File: src/rtl/calc_bcd_converter_if.sv
// Handshake and result bus between the calculator core and the BCD converter.
// The master side issues Start/Bin; the slave side returns status and digits.
interface calc_bcd_converter_if #(
    parameter int WIDTH  = 17,
    parameter int DIGITS = 6
);
    logic                  Start;
    logic [WIDTH-1:0]      Bin;
    logic                  Busy;
    logic                  Done;
    logic [4*DIGITS-1:0]   BCD;
    logic [DIGITS-1:0]     Blank;

    modport master (
        output Start, Bin,
        input  Busy, Done, BCD, Blank
    );

    modport slave (
        input  Start, Bin,
        output Busy, Done, BCD, Blank
    );
endinterface

File: src/rtl/calc_bcd_converter.sv
// Sequential binary-to-BCD converter (shift-and-add-3, one bit per clock)
// with a leading-zero blanking mask for the display back ends.
//
// state | meaning
// IDLE  | waiting for Start; BCD/Blank hold the last result
// SHIFT | one input bit shifted into the work digits per edge (WIDTH edges)
// FIN   | publish work digits and blank mask, pulse Done
module calc_bcd_converter #(
    parameter int WIDTH  = 17,
    parameter int DIGITS = 6
) (
    input  logic                 Clk,
    input  logic                 Reset,
    calc_bcd_converter_if.slave  bus
);
    localparam int CNT_W = (WIDTH > 1) ? $clog2(WIDTH) : 1;
    localparam logic [CNT_W-1:0] CNT_LAST = CNT_W'(WIDTH - 1);

    localparam logic [1:0] ST_IDLE  = 2'd0;
    localparam logic [1:0] ST_SHIFT = 2'd1;
    localparam logic [1:0] ST_FIN   = 2'd2;

    localparam logic [DIGITS-1:0] BLANK_RST = {{(DIGITS-1){1'b1}}, 1'b0};

    logic [1:0]            state;
    logic [WIDTH-1:0]      shreg;
    logic [4*DIGITS-1:0]   work;
    logic [4*DIGITS-1:0]   work_adj;
    logic [CNT_W-1:0]      cnt;
    logic [4*DIGITS-1:0]   bcd_q;
    logic [DIGITS-1:0]     blank_q;
    logic [DIGITS-1:0]     blank_next;
    logic                  done_q;
    logic                  upper_zero;

    // Add-3 correction per digit, no carry between digits.
    always_comb begin
        work_adj = work;
        for (int k = 0; k < DIGITS; k++) begin
            if (work[4*k +: 4] >= 4'd5)
                work_adj[4*k +: 4] = work[4*k +: 4] + 4'd3;
        end
    end

    // Digit k is blanked only if it and every digit above it are zero.
    always_comb begin
        blank_next = '0;
        upper_zero = 1'b1;
        for (int k = DIGITS - 1; k >= 1; k--) begin
            upper_zero    = upper_zero & (work[4*k +: 4] == 4'd0);
            blank_next[k] = upper_zero;
        end
    end

    always_ff @(posedge Clk or posedge Reset) begin
        if (Reset) begin
            state   <= ST_IDLE;
            shreg   <= '0;
            work    <= '0;
            cnt     <= '0;
            bcd_q   <= '0;
            blank_q <= BLANK_RST;
            done_q  <= 1'b0;
        end else begin
            done_q <= 1'b0;
            case (state)
                ST_IDLE: begin
                    if (bus.Start) begin
                        shreg <= bus.Bin;
                        work  <= '0;
                        cnt   <= '0;
                        state <= ST_SHIFT;
                    end
                end
                ST_SHIFT: begin
                    {work, shreg} <= {work_adj, shreg} << 1;
                    cnt           <= cnt + 1'b1;
                    if (cnt == CNT_LAST)
                        state <= ST_FIN;
                end
                ST_FIN: begin
                    bcd_q   <= work;
                    blank_q <= blank_next;
                    done_q  <= 1'b1;
                    state   <= ST_IDLE;
                end
                default: state <= ST_IDLE;
            endcase
        end
    end

    assign bus.Busy  = (state != ST_IDLE);
    assign bus.Done  = done_q;
    assign bus.BCD   = bcd_q;
    assign bus.Blank = blank_q;
endmodule

File: src/flat_wrapper.sv
// flat-port wrapper written by rule: the top's interface ports become plain ports
module calc_bcd_converter_flat 
#(
    parameter int WIDTH  = 17,
    parameter int DIGITS = 6
)
  (Clk, Reset, bus_Start, bus_Bin, bus_Busy, bus_Done, bus_BCD, bus_Blank);
  calc_bcd_converter_if #(.WIDTH(WIDTH), .DIGITS(DIGITS)) bus_i ();
  input  logic Clk;
  input  logic Reset;
  input wire logic [$bits(bus_i.Start)-1:0] bus_Start;
  input wire logic [$bits(bus_i.Bin)-1:0] bus_Bin;
  output wire logic [$bits(bus_i.Busy)-1:0] bus_Busy;
  output wire logic [$bits(bus_i.Done)-1:0] bus_Done;
  output wire logic [$bits(bus_i.BCD)-1:0] bus_BCD;
  output wire logic [$bits(bus_i.Blank)-1:0] bus_Blank;
  assign bus_i.Start = bus_Start;
  assign bus_i.Bin = bus_Bin;
  assign bus_Busy = bus_i.Busy;
  assign bus_Done = bus_i.Done;
  assign bus_BCD = bus_i.BCD;
  assign bus_Blank = bus_i.Blank;
  calc_bcd_converter #(.WIDTH(WIDTH), .DIGITS(DIGITS)) u_core (.Clk(Clk), .Reset(Reset), .bus(bus_i));
endmodule
File: config.mk
export PLATFORM = sky130hd
export DESIGN_NAME = calc_bcd_converter_flat
export DESIGN_NICKNAME = d
export VERILOG_FILES = /design/src/rtl/calc_bcd_converter_if.sv /design/src/rtl/calc_bcd_converter.sv /design/src/flat_wrapper.sv
export SDC_FILE = /design/constraint.sdc
export NUM_CORES = 1
export LEC_CHECK = 0
export CAP_MARGIN = 15
export CORE_AREA = 2 2 145 91
export CTS_BUF_LIST = sky130_fd_sc_hd__clkbuf_4 sky130_fd_sc_hd__clkbuf_8
export CTS_CLUSTER_DIAMETER = 100
export DETAILED_ROUTE_END_ITERATION = 6
export DIE_AREA = 0 0 147 93
export PLACE_DENSITY = 0.46
export SYNTH_ARGS = -nofsm -noshare
export SYNTH_HDL_FRONTEND = slang
export SYNTH_SLANG_ARGS = --single-unit
export TNS_END_PERCENT = 5
File: constraint.sdc
create_clock -name Clk -period 5.5 [get_ports Clk]
set_input_delay 1.65 -clock Clk [delete_from_list [all_inputs] [get_ports Clk]]
set_output_delay 1.65 -clock Clk [all_outputs]
set_load 0.005 [all_outputs]
==> impl_metrics.ini <==
[sta]
finClkSkew_ps = 10.5
finalSetupViolCount = 0
max_freq_mhz = 279
finalSetupTns_ps = 0
hold_violations = 0
fin_crit_ps = 3590
relSlewSlack = 0.355
maxSlewViolCount = 0
worst_pin_slew_ps = 968
fin_crit_sh = 0.652
rsz0062_at_grt = no

[clock_network]
hold_buffers = 0
post_cts_buffers = 0
cts-buffers-inserted = 9
htree_levels = 3
clockBufferDepth = 2
clk_pin_slew_worst_paths_ps = 80
clock_sinks = 78
ctsRootBufferMaster = clkbuf_8
tritoncts = yes
clk_latency_ps = 350
cts_resized = 0

[critical_path]
crit_fanout = 22
critPathSlowestCell = dfrtp_1
arrival_ps = 1940
cp_cell_sequence = nor2_1 > inv_1 > clkdlybuf4s50_1
worst-setup-path-type = reg2out
cp-start-kind = register
cp.required_ps = 3850
cp_slowest_stage_delay_ps = 810
endpoint_kind = output port
reg2reg_setup_slack_ps = 3270

[power]
p_leak_nw = 1.91
ir_worst_vdd_uv = 194
powerDensity_nw_per_um2 = 534

[synthesis]
netlist_instances = 336
synth_top_family_by_area = compound AO/OA/AOI/OAI gates
synth_top_area_share = 0.504
synth_flop_cell = dfrtp_1
ys_seq_area_frac = 0.540
synth_compound_area_frac = 0.179
yosysMostFrequentCell = dfrtp_1
synthXorXnorAreaFrac = 0.0169
muxShareOfSynthArea = 0.0538
ys_top_cells_by_area = dfrtp_1, ha_1, o21ai_0
ys_ff_latch = 78
syn_area_per_cell_um2 = 10.8
yosys.area_share.adder = 0.0621
synth_enable_flop_cells = 0
synth-simple-area-share = 0.0966
synthTopCellsByCount = dfrtp_1, nand2_1, o21ai_0, ha_1, inv_1
yosysWarnings = 0
synth_area_um2 = 3630
ys_types = 38
yosys.area.top_type = dfrtp_1
syn-num-nets = 374
async_flop_share = 1.00

[global_route]
antenna_found_initial = 0
grt_pass1_wl_um = 14000
first_global_vias = 2603
track_usage = 0.130
grt-ovfl-total = 0
grt_max_degree = 50

[placement]
dpl.hpwl_um = 5310
port_buffers = 50
gp_congestion = 0.744

[routing]
drtAntennaViolNets = 0
routed.top_layer = met4
drc = 0
wl_met3_um = 333
num_vias = 2587
routed_wl_um = 8160
wl_met1_um = 4360
drt-initial-drc-count = 126
wl_met2_um = 3370
avgViaCountPerCell = 4.66
wl_per_cell_um = 14.7
dr.pass1.iters = 4

[finish]
area_growth_pct = 22.6
fill_cells = 1246
drive_gt1_frac = 0.114
insertedDiodeCount = 0
final_util = 0.358
fin_nets = 418

[status]
outcome = completed

[floorplan]
core_um2 = 12400
die_h_um = 93
io_pins = 52
dieArea_um2 = 13700
rows = 32
die_width_um = 147
start_util = 0.292

[worst_hold_path]
hp-class = reg2reg

[run]
maxCapViolations = 0
## layout by cell type, fill, tap and decap left out, drive strengths merged, types with 2 or more instances in the layout
cell	n
nand4	3
buf	4
o21ai	45
a32o	7
nand2	42
mux2i	6
nand3	2
xnor2	6
dfrtp	73
a22oi	16
nor2b	2
o22ai	10
a21oi	10
nor2	8
nor3b	4
nand2b	8
inv	16
o31ai	7
ha	18
a22o	6
clkinv	2
dfstp	5
clkbuf	15
clkdlybuf4s50	50
mux2	12
## flip-flops by register name, summed over array words and instances, names as in the netlist
register and flops:
u_core.work 24, u_core.bus.Blank 5, u_core.cnt 5, u_core.state 2
u_core.shreg 17, u_core.bus.BCD 24, u_core.bus.Done 1
## cells by family after synthesis
| logic type | Yosys count |
|---|---|
| xor+xnor | 7 |
| other cells | 1 |
| simple gates | 74 |
| mux | 18 |
| flops | 78 |
| fa+ha+maj | 18 |
| compound gates | 102 |
| buf+inv | 38 |
## power by group
| part | leakage (nW) | total [W] | switching, W | internal, W |
|---|---|---|---|---|
| registers | 0.978 | 0.00101 | 0.000188 | 0.000818 |
| logic | 0.829 | 0.000953 | 0.000443 | 0.000510 |
| clock network | 0.104 | 0.000418 | 0.000202 | 0.000216 |
| total | 1.91 | 0.00238 | 0.000832 | 0.00154 |
## critical path: cells and delay by family (launching register included)
| family | cells | cell delay (ps) |
|---|---|---|
| buffers and inverters | 2 | 610 |
| DFF | 1 | 810 |
| and+or+nand+nor | 1 | 170 |
## metrics by stage
stage / instance area, um^2 / setup slack [ps] / hold slack, ps / power [W] / std cells
after global routing: 4450 / 1760 / 507 / 0.00259 / 555
after global placement: 4250 / 2010 / 464 / 0.00196 / 538
after floorplan: 3630 / 1860 / 448 / 0.00160 / 336
after CTS: 4440 / 1880 / 476 / 0.00241 / 554
after detailed placement: 4250 / 1920 / 464 / 0.00198 / 538
final: 4450 / 1910 / 474 / 0.00238 / 555
## metal layers
| layer | vias to the layer above | global-route usage |
|---|---|---|
| li1 | 1271 | - |
| met1 | 1270 | 0.191 |
| met5 | - | 0 |
| met4 | 0 | 0.0409 |
| met2 | 39 | 0.185 |
| met3 | 7 | 0.0356 |
## layout make-up
cell class / count / area (um^2) / share of cell area
Inverter: 17 / 65.1 / 0.0146
Timing Repair Buffer: 54 / 531 / 0.119
Tap cell: 170 / 213 / 0.0478
Multi-Input combinational cell: 220 / 1490 / 0.335
Sequential cell: 78 / 1960 / 0.440
Clock buffer: 15 / 188 / 0.0422
Clock inverter: 1 / 5.00 / 0.00113
## path summary, 6_finish.rpt
| path | start | end | cells after the start |
|---|---|---|---|
| worst max register to register | u_core.state[0]$_DFFE_PP0P_ | u_core.bus.BCD[10]$_DFFE_PP0P_ | 2 |
| worst min register to register | u_core.bus.Blank[3]$_DFFE_PP1P_ | u_core.bus.Blank[3]$_DFFE_PP1P_ | 2 |
| worst min-delay path | u_core.bus.Blank[3]$_DFFE_PP1P_ | u_core.bus.Blank[3]$_DFFE_PP1P_ | 2 |
| min in group asynchronous | Reset | u_core.bus.BCD[6]$_DFFE_PP0P_ | 2 |
| worst max-delay path | u_core.state[0]$_DFFE_PP0P_ | bus_Busy | 3 |
| max in group asynchronous | Reset | u_core.work[0]$_DFFE_PP0P_ | 3 |
Power figures use the tool's default switching activity.
